## src/rtl/nebula_wb_pkg.sv

```systemverilog
// Shared types and defaults for the Nebula II Wishbone command master.
// Holds the FSM state encoding, default WB widths and the timeout default.
package nebula_wb_pkg;

  typedef enum logic [1:0] {
    ST_IDLE = 2'd0,
    ST_BUS  = 2'd1,
    ST_RESP = 2'd2
  } wbm_state_e;

  localparam int unsigned WB_ADR_W          = 32;
  localparam int unsigned WB_DAT_W          = 32;
  localparam int unsigned WB_SEL_W          = WB_DAT_W / 8;
  localparam int unsigned WB_TIMEOUT_CYCLES = 255;

  // Counter width able to hold 0 .. n-1.
  function automatic int unsigned ctr_w(input int unsigned n);
    return (n <= 2) ? 1 : $clog2(n);
  endfunction

endpackage

```

## src/rtl/wbm_timeout_ctr.sv

```systemverilog
// Bus-cycle watchdog: counts BUS cycles without ack, flags expiry.
// Ports: clk, rst (sync, high), clear, enable -> expire.
module wbm_timeout_ctr
  import nebula_wb_pkg::*;
#(
  parameter int unsigned TIMEOUT_CYCLES = WB_TIMEOUT_CYCLES
) (
  input  logic clk,
  input  logic rst,
  input  logic clear,
  input  logic enable,
  output logic expire
);

  localparam int unsigned CW = ctr_w(TIMEOUT_CYCLES);
  localparam logic [CW-1:0] LAST = CW'(TIMEOUT_CYCLES - 1);

  logic [CW-1:0] cnt;

  always_ff @(posedge clk) begin
    if (rst || clear) begin
      cnt <= '0;
    end else if (enable && !expire) begin
      cnt <= cnt + 1'b1;
    end
  end

  assign expire = (cnt == LAST);

endmodule

```

## src/rtl/wb_cmd_master.sv

```systemverilog
// Wishbone classic initiator: one cmd -> one WB cycle -> one response.
// Ports: wb_clk_i/wb_rst_i, cmd_* in, rsp_* out, wbm_* WB master side.
// Optional timeout abort under `NEBULA_WBM_TIMEOUT_EN.
module wb_cmd_master
  import nebula_wb_pkg::*;
#(
  parameter int unsigned ADR_W          = WB_ADR_W,
  parameter int unsigned DAT_W          = WB_DAT_W,
  parameter int unsigned SEL_W          = DAT_W / 8,
  parameter int unsigned TIMEOUT_CYCLES = WB_TIMEOUT_CYCLES
) (
  input  logic             wb_clk_i,
  input  logic             wb_rst_i,
  input  logic             cmd_valid,
  output logic             cmd_ready,
  input  logic             cmd_we,
  input  logic [ADR_W-1:0] cmd_adr,
  input  logic [DAT_W-1:0] cmd_dat,
  input  logic [SEL_W-1:0] cmd_sel,
  output logic             rsp_valid,
  input  logic             rsp_ready,
  output logic [DAT_W-1:0] rsp_dat,
  output logic             rsp_err,
  output logic             wbm_cyc_o,
  output logic             wbm_stb_o,
  output logic             wbm_we_o,
  output logic [SEL_W-1:0] wbm_sel_o,
  output logic [ADR_W-1:0] wbm_adr_o,
  output logic [DAT_W-1:0] wbm_dat_o,
  input  logic             wbm_ack_i,
  input  logic [DAT_W-1:0] wbm_dat_i
);

  if (TIMEOUT_CYCLES < 2) begin : g_bad_timeout
    $error("TIMEOUT_CYCLES must be at least 2");
  end

  wbm_state_e state_q, state_d;
  logic       accept;
  logic       ack_bus;
  logic       expire;

  assign accept  = (state_q == ST_IDLE) && cmd_valid;
  assign ack_bus = (state_q == ST_BUS) && wbm_ack_i;

`ifdef NEBULA_WBM_TIMEOUT_EN
  wbm_timeout_ctr #(
    .TIMEOUT_CYCLES(TIMEOUT_CYCLES)
  ) u_timeout (
    .clk    (wb_clk_i),
    .rst    (wb_rst_i),
    .clear  (accept),
    .enable ((state_q == ST_BUS) && !wbm_ack_i),
    .expire (expire)
  );

  // Ack beats a simultaneous expiry.
  always_ff @(posedge wb_clk_i) begin
    if (wb_rst_i) begin
      rsp_err <= 1'b0;
    end else if (ack_bus) begin
      rsp_err <= 1'b0;
    end else if ((state_q == ST_BUS) && expire) begin
      rsp_err <= 1'b1;
    end
  end
`else
  assign expire  = 1'b0;
  assign rsp_err = 1'b0;
`endif

  always_ff @(posedge wb_clk_i) begin
    if (wb_rst_i) begin
      state_q <= ST_IDLE;
    end else begin
      state_q <= state_d;
    end
  end

  always_comb begin
    state_d = state_q;
    unique case (state_q)
      ST_IDLE: if (cmd_valid) state_d = ST_BUS;
      ST_BUS:  if (wbm_ack_i || expire) state_d = ST_RESP;
      ST_RESP: if (rsp_ready) state_d = ST_IDLE;
      default: state_d = ST_IDLE;
    endcase
  end

  always_comb begin
    cmd_ready = 1'b0;
    wbm_cyc_o = 1'b0;
    wbm_stb_o = 1'b0;
    rsp_valid = 1'b0;
    unique case (state_q)
      ST_IDLE: cmd_ready = 1'b1;
      ST_BUS: begin
        wbm_cyc_o = 1'b1;
        wbm_stb_o = 1'b1;
      end
      ST_RESP: rsp_valid = 1'b1;
      default: ;
    endcase
  end

  // WB request fields only load at acceptance, so they stay
  // stable through BUS and keep their last value while idle.
  always_ff @(posedge wb_clk_i) begin
    if (wb_rst_i) begin
      wbm_we_o  <= 1'b0;
      wbm_sel_o <= '0;
      wbm_adr_o <= '0;
      wbm_dat_o <= '0;
      rsp_dat   <= '0;
    end else begin
      if (accept) begin
        wbm_we_o  <= cmd_we;
        wbm_sel_o <= cmd_sel;
        wbm_adr_o <= cmd_adr;
        wbm_dat_o <= cmd_dat;
      end
      if (ack_bus) begin
        rsp_dat <= wbm_we_o ? '0 : wbm_dat_i;
      end else if ((state_q == ST_BUS) && expire) begin
        rsp_dat <= '0;
      end
    end
  end

endmodule

```

## config.mk

```make
export PLATFORM = sky130hd
export DESIGN_NAME = wb_cmd_master
export DESIGN_NICKNAME = d
export VERILOG_FILES = /design/src/rtl/nebula_wb_pkg.sv /design/src/rtl/wbm_timeout_ctr.sv /design/src/rtl/wb_cmd_master.sv
export SDC_FILE = /design/constraint.sdc
export NUM_CORES = 1
export LEC_CHECK = 0
export ABC_CLOCK_PERIOD_IN_PS = 3500
export CAP_MARGIN = 20
export CORE_MARGIN = 2
export CORE_UTILIZATION = 45
export DETAILED_ROUTE_END_ITERATION = 7
export PLACE_DENSITY = 0.82
export SLEW_MARGIN = 20
export SYNTH_ARGS = -nofsm -noshare
export SYNTH_HDL_FRONTEND = slang
export SYNTH_SLANG_ARGS = --single-unit
```

## constraint.sdc

```tcl
create_clock -name wb_clk_i -period 3.5 [get_ports wb_clk_i]
set_input_delay 1.05 -clock wb_clk_i [delete_from_list [all_inputs] [get_ports wb_clk_i]]
set_output_delay 1.05 -clock wb_clk_i [all_outputs]
set_load 0.01 [all_outputs]
```

==> metrics.cfg <==
[min_path]
min-delay-start=wbm_dat_o[29]$_SDFFE_PP0P_
min-delay-path-class=register to register

[critical_path]
crit_arrival_ps=1630
rr_startpoint=state_q[1]$_SDFFE_PP0P_
cp.required_ps=2450
critical_path_class=register to output port
crit_start=state_q[0]$_SDFFE_PP0P_
start_kind=register
crit_path_max_fanout=7
cp-end-kind=output port

[floorplanning]
io_pins=212
core_mm2=0.0103
die-width_um=107
std_cell_rows=37
dieArea_mm2=0.0113
die_h_um=107
initial_core_util=0.460

[drt]
ant_nets=0
dr_total_vias=3751
drc=0
routed_wl_um=11600
firstDrtPassIters=4
viasPerCell=4.79
drtIter0Drc=140
wl_per_cell_um=14.8

[timing]
rsz0062_at_grt=false
hold_viol=0
min_period_ps=2680
setup_viol=0
worstMarginPinSlew_ps=521
slew_headroom=0.652
clock_skew_ps=13.8
max_clock_freq_mhz=373
drv_slew=0
fin_ws_ps=817
fin_crit_sh=0.767
tns_ps=0

[yosys]
synth_compound_area_frac=0.00423
yosysWarnings=0
synth_cell_types=14
syn-cell-area_mm2=0.00473
syn-instance-count=455
ys_ff_latch=103
syn-num-nets=561
synth_fa_ha_area_frac=0
synthSimpleGateAreaFrac=0.294
syn_area_per_cell_um2=10.4
seq_area_frac_synth=0.436
synth_top_family_by_area=simple AND/OR/NAND/NOR gates
muxShareOfSynthArea=0.214
synth-xor-area-share=0

[layout]
design_area_mm2=0.00703
fin_nets=748
final_util=0.684
drive_gt1_frac=0.0371
antennaDiodeCount=0
area_growth_pct=48.6
fillers=855

[global_route]
grt-ovfl-total=0
grt_use_total=0.204
grt_pass1_vias=3828
grt_max_degree=90
grt_antenna_before_repair=0
grt_pass1_wl_um=18600

[power_and_ir_drop]
p_leak_nw=2.61
p_per_area_mw_per_mm2=368
power_w=0.00258
ir_worst_vdd_mv=0.193

[place]
dpl.hpwl_um=8210
dpl-instance-area_mm2=0.00684
io_buffers=210
place_ws_ps=955
place.gp.congestion=0.831

[clock_tree]
clk_pin_slew_ps=100
clock_latency_ps=350
ctsResizeCount=0
holdBufCountCts=0
post_cts_buffers=0
numCtsBuffers=9
clockRootBuffer=clkbuf_8
clock-sinks=103
clk_path_buf_depth=2
cts_tree=done
cts_max_level=3

[job]
drv_cap=0

[outcome]
status=finished, final reports clean

[cells by family (layout without fill, tap and decap cells)]
family	Yosys count	count (layout)
and+or+nand+nor	209	209
DFF	103	103
muxes	101	101
buffers and inverters	39	231
AOI/OAI and AO/OA	2	2
other	1	1
[layout make-up]
| cell class | instances | area (µm²) | area share |
|---|---|---|---|
| clock buffers | 11 | 131 | 0.0187 |
| repair buffers | 215 | 2170 | 0.309 |
| clock inverters | 5 | 58.8 | 0.00837 |
| flip-flops and latches | 103 | 2060 | 0.293 |
| well taps | 136 | 170 | 0.0242 |
| multi-input cells | 313 | 2430 | 0.346 |
[path summary, 6_finish.rpt]
check | end | slack, ps | cells past startpoint
max | wbm_stb_o | 820 | 2
min reg2reg | wbm_dat_o[29]$_SDFFE_PP0P_ | 480 | 2
max reg2reg | wbm_dat_o[17]$_SDFFE_PP0P_ | 2020 | 3
min | wbm_dat_o[29]$_SDFFE_PP0P_ | 480 | 2
[metrics by stage]
step	cells	hold slack [ps]
floorplan	455	493
global route	783	496
finish	783	476
detailed placement	767	464
CTS	783	479
global placement	767	458
[power by group]
part / switching [W] / total (W) / internal [W]
registers: 0.0000418 / 0.00129 / 0.00125
logic: 0.000208 / 0.000561 / 0.000353
clock network: 0.000404 / 0.000736 / 0.000332
total: 0.000654 / 0.00258 / 0.00193
[cell usage in the layout (no fill, tap or decap), drive strengths merged, types with 2 or more instances in the layout]
| cell type | n |
|---|---|
| clkbuf | 11 |
| buf | 6 |
| nand2b | 170 |
| clkinv | 2 |
| nor2b | 2 |
| o21ba | 2 |
| or3b | 32 |
| dfxtp | 103 |
| clkdlybuf4s50 | 209 |
| mux2i | 101 |
| nor3b | 3 |
| clkinvlp | 2 |
[state kept, by name, indices dropped and copies added (netlist names)]
register / count
rsp_dat: 32
wbm_sel_o: 4
state_q: 2
wbm_dat_o: 32
wbm_adr_o: 32
wbm_we_o: 1
[critical path, cell delays in order (launching register included)]
cell	delay, ps
dfxtp_1	450
nor2b_1	220
clkdlybuf4s50_1	610
[routing by layer]
layer  track usage  vias to the layer above  part of all wire
li1              -                     1862                 -
met1         0.241                     1747              0.41
met2         0.355                      117              0.50
met3        0.0405                       25             0.052
met4        0.0955                        0             0.033
met5             0                        -                 0
[Yosys cell counts]
cell type	n	share of area
nor2b_1	2	0.0026
dfxtp_1	103	0.44
buf_4	3	0.0048
nor2_1	1	0.00079
nand2b_1	170	0.22
o21ba_2	2	0.0042
buf_2	2	0.0021
nor3b_1	3	0.0048
clkbuf_1	23	0.018
conb_1	1	0.00079
mux2i_1	101	0.21
buf_6	11	0.026
or3b_1	32	0.059
and3b_1	1	0.0019
Note: power is estimated with default switching activity, not from simulation.
==> patch 1, RTL diff (config.mk and constraints unchanged) <==
Set the package constant `WB_ADR_W` to 28 (it was 32).
--- a/src/rtl/nebula_wb_pkg.sv
+++ b/src/rtl/nebula_wb_pkg.sv
@@ -10,3 +10,3 @@
 
-  localparam int unsigned WB_ADR_W          = 32;
+  localparam int unsigned WB_ADR_W          = 28;
   localparam int unsigned WB_DAT_W          = 32;
Interface: changed (resized cmd_adr and wbm_adr_o); port bits go from 212 to 204. No check against the original RTL was run, so the function may have changed too.
==> patch 1 against the unedited design <==
  * Cell count shrank 3.7%
  * Routed wire length shrank 4.3%
  * Area after synthesis down 4.2%
  * Hold slack gained 1.2 ps
  * Sequential power shrank 4%
  * Worst setup slack better by 20 ps
  * Total power down 4.2%
  * Synthesized cell count is 4.0% lower
  * Critical path type unchanged
  * Cell area decreased by 4.0%
  * Clock skew decreased by 3.0 ps
  * Sequential cell count down 4
==> patch 1: results (changes against the unedited design) <==
Status
  – Status: completed (unchanged)

Synthesis
  – Post-synthesis adder-cell area fraction: 0 (unchanged)
  – Mux share of post-synthesis cell area: 0.214 (about the same)
  – Top cells by count, synth: nand2b_1 (162), dfxtp_1 (99), mux2i_1 (97) (was nand2b_1 (170), dfxtp_1 (103), mux2i_1 (101))
  – Sequential area share after synthesis: 0.437 (was 0.436)
  – Count of cell types in the netlist: 15 (was 14)
  – Complex-gate fraction of the synthesized area: 0.00442 (was 0.00423)
  – Post-Syn Nets: 539 (was 561)
  – Ys async rst share: 0 (unchanged)
  – Top area cells in the synthesized netlist: dfxtp_1 (44%), nand2b_1 (22%), mux2i_1 (21%) (unchanged)

Power and ir drop
  – Leak: 2.49 nW (was 2.61 nW)
  – Psw: 0.610 mW (was 0.654 mW)
  – VDD IR-drop max: 0.301 mV (was 0.193 mV)

Placement
  – Hpwl dp: 7.93 mm (was 8.21 mm)
  – IO Port Bufs: 202 (was 210)
  – Final Wtd Congestion: 0.745 (was 0.831)

Worst setup path
  – WP buf/inv: 1 (unchanged)
  – CP Max Fanout: 7 (unchanged)
  – CP Data Arrival Time: 1610 ps (was 1630 ps)
  – Slowest stage delay, CP: 560 ps (was 610 ps)

Cells and area
  – Layout cells sized above 1: 0.0853 (was 0.0371)
  – Top flop regs: rsp_dat (32), wbm_dat_o (32), wbm_adr_o (28) (was rsp_dat (32), wbm_adr_o (32), wbm_dat_o (32))
  – Layout Nets: 719 (was 748)
  – Fillers: 800 (was 855)

Global routing
  – Vias in the first global route: 3,500 (was 3,828)
  – Pin count of the biggest net entering global routing: 172 (was 90)
  – Global Route Usage Sum: 0.197 (was 0.204)
  – First-pass GRT wire length: 17.4 mm (was 18.6 mm)

Routing
  – Top Layer Used: met4 (unchanged)
  – M1 WL: 4.59 mm (was 4.79 mm)
  – Vias: 3,588 (was 3,751)
  – DRT iter0 DRCs: 139 (was 140)
  – Routed length on met2: 5.54 mm (was 5.82 mm)
  – Routed length per instance: 14.7 um (was 14.8 um)
  – Met3 wire len: 656 um (was 602 um)

Timing
  – Worst Skew: 10.9 ps (was 13.8 ps)
  – Slew margin rel.: 0.460 (was 0.652)

Clocking
  – CTS buffer count: 9 (unchanged)
  – Clk root buf: clkbuf_8 (unchanged)
patch 1: path summary, 6_finish.rpt:
path / slack (ps) / cells after the start / start / endpoint
max reg2reg: 1900 / 3 / state_q[0]$_SDFFE_PP0P_ / rsp_dat[2]$_SDFFE_PP0P_
min: 480 / 2 / rsp_dat[0]$_SDFFE_PP0P_ / rsp_dat[0]$_SDFFE_PP0P_
min reg2reg: 480 / 2 / rsp_dat[0]$_SDFFE_PP0P_ / rsp_dat[0]$_SDFFE_PP0P_
max: 840 / 2 / state_q[0]$_SDFFE_PP0P_ / wbm_cyc_o
patch 1: stage by stage:
stage | instance area, um2 | instances | total power [mW] | hold WS, ps | worst slack (ps)
after CTS | 6750 | 754 | 2.50 | 478 | 813
after global routing | 6750 | 754 | 2.59 | 495 | 744
after detailed placement | 6570 | 739 | 1.81 | 462 | 874
after floorplan | 4530 | 437 | 1.52 | 493 | 1620
final | 6750 | 754 | 2.48 | 477 | 838
after global placement | 6570 | 739 | 1.79 | 456 | 948
patch 1: per-layer routing:
metal | GRT usage | up-vias
met5 | 0 | -
met4 | 0.0888 | 0
met3 | 0.0508 | 21
met2 | 0.339 | 115
met1 | 0.230 | 1676
li1 | - | 1776
patch 1: power by group through the flow:
| stage | clock, mW | combinational [mW] | sequential, mW |
|---|---|---|---|
| finish | 0.697 | 0.543 | 1.24 |
| global route | 0.767 | 0.577 | 1.25 |
| CTS | 0.718 | 0.548 | 1.24 |
| detailed placement | 0 | 0.545 | 1.26 |
| global placement | 0 | 0.535 | 1.26 |
| floorplan | 0 | 0.227 | 1.29 |
patch 1: cell type report:
class | count | share of cell area
clock inverters | 3 | 0.00593
well taps | 133 | 0.0247
clock buffers | 12 | 0.0200
repair buffers | 206 | 0.308
flip-flops and latches | 99 | 0.294
multi-input cells | 301 | 0.348
==> patch 2, RTL diff (same settings) <==
Without the edit above. Re-encode `wbm_state_e` (3 states) as one-hot, 3 bits wide.
--- a/src/rtl/nebula_wb_pkg.sv
+++ b/src/rtl/nebula_wb_pkg.sv
@@ -4,6 +4,6 @@
 
-  typedef enum logic [1:0] {
-    ST_IDLE = 2'd0,
-    ST_BUS  = 2'd1,
-    ST_RESP = 2'd2
+  typedef enum logic [2:0] {
+    ST_IDLE = 3'b001,
+    ST_BUS  = 3'b010,
+    ST_RESP = 3'b100
   } wbm_state_e;
Behaviour: same outputs for any inputs over 10 cycles, from zero or initial values and one cycle with wb_rst_i high; not proved beyond that.
==> patch 2 against the unedited design <==
  * Sequential share of layout area increased by 4.8 points
  * Sequential cell count increased by 1
  * Worst setup slack got worse by 310 ps
  * Cell area decreased by 13%
  * Routed wire length decreased by 4.8%
  * Area after synthesis decreased by 19%
  * Total power decreased by 7.3%
  * Utilization increased by 5.9 points
  * Critical path type unchanged
  * Critical endpoint is now wbm_cyc_o
  * Highest routed layer unchanged
==> patch 2: results (changes against the unedited design) <==
Status
  – Status: completed (unchanged)

Synthesis
  – Sequential area share after synthesis: 0.544 (was 0.436)
  – Complex-gate fraction of the synthesized area: 0.138 (was 0.00423)
  – Top cells by count, synth: nand2_1 (170), dfxtp_1 (104), a21oi_1 (102) (was nand2b_1 (170), dfxtp_1 (103), mux2i_1 (101))
  – Top area cells in the synthesized netlist: dfxtp_1 (54%), nand2_1 (17%), a21oi_1 (13%) (was dfxtp_1 (44%), nand2b_1 (22%), mux2i_1 (21%))
  – Mux share of post-synthesis cell area: 0 (was 0.214)
  – Post-Syn Nets: 569 (was 561)

Timing
  – Worst Skew: 13.9 ps (was 13.8 ps)
  – Slew margin rel.: 0.618 (was 0.652)

Cells and area
  – Layout Nets: 755 (was 748)
  – Layout cells sized above 1: 0.0398 (was 0.0371)
  – Core Util, Final: 0.743 (was 0.684)
  – Fillers: 625 (was 855)

Global routing
  – Global Route Usage Sum: 0.235 (was 0.204)
  – Vias in the first global route: 3,651 (was 3,828)
  – First-pass GRT wire length: 16.9 mm (was 18.6 mm)
  – Met1 usage: 0.257 (was 0.241)
  – Pin count of the biggest net entering global routing: 71 (was 90)
  – Met2 usage: 0.405 (was 0.355)

Routing
  – DRT iter0 DRCs: 118 (was 140)
  – Post-Route WL: 11.0 mm (was 11.6 mm)
  – Vias per cell: 4.93 (was 4.79)
  – M1 WL: 4.27 mm (was 4.79 mm)
  – Routed length on met2: 5.35 mm (was 5.82 mm)
  – Met3 wire len: 1.21 mm (was 602 um)

Power and ir drop
  – VDD IR-drop max: 0.325 mV (was 0.193 mV)
  – Sw Share: 0.253 (about the same)

Placement
  – Final Wtd Congestion: 0.773 (was 0.831)
  – DP Area: 0.00590 mm2 (was 0.00684 mm2)
  – Hpwl dp: 7.70 mm (was 8.21 mm)

Worst setup path
  – Slowest stage delay, CP: 640 ps (was 610 ps)
## patch 2: cell count changes after synthesis, moves of 3 or more
cell,before,now
a21oi_1,0,102
buf_2,2,13
buf_4,3,10
buf_6,11,1
buf_8,0,3
clkbuf_1,23,14
mux2i_1,101,0
nand2_1,0,170
nand2b_1,170,2
nand3b_1,0,32
or3b_1,32,0
## patch 2: power by group through the flow
stage / Clock, mW / Sequential, mW / Combinational [mW]
floorplan: 0 / 1.32 / 0.150
global placement: 0 / 1.30 / 0.426
detailed placement: 0 / 1.30 / 0.433
CTS: 0.709 / 1.27 / 0.435
global route: 0.752 / 1.28 / 0.473
finish: 0.689 / 1.27 / 0.437
## patch 2: path summary, 6_finish.rpt
| check | start | endpoint | slack [ps] | cells past startpoint |
|---|---|---|---|---|
| worst max-delay path | state_q[1]$_SDFFE_PP0P_ | wbm_cyc_o | 510 | 2 |
| worst min-delay path | rsp_dat[4]$_SDFFE_PP0P_ | rsp_dat[4]$_SDFFE_PP0P_ | 450 | 2 |
| worst max register to register | state_q[0]$_SDFFE_PP1P_ | wbm_dat_o[4]$_SDFFE_PP0P_ | 1870 | 4 |
| worst min register to register | rsp_dat[4]$_SDFFE_PP0P_ | rsp_dat[4]$_SDFFE_PP0P_ | 450 | 2 |
## patch 2: cell type report
type	instances	share of cell area
clock inverter	5	0.00512
sequential	104	0.341
multi-input combinational	317	0.250
clock buffer	11	0.0248
tap	105	0.0215
inverter	1	0.000615
timing repair buffer	216	0.357
## patch 2: per-stage QoR
step	std cells	setup WS (ps)
4_1_cts	758	481
2_1_floorplan	463	1370
3_3_place_gp	742	546
6_report	759	508
3_5_place_dp	742	506
5_1_grt	759	388
## patch 2: worst reg2reg max path, cell delays in order (launching register included)
cell,delay [ps]
dfxtp_1,520
and4bb_2,520
buf_12,300
nand2_1,120
a21oi_1,130
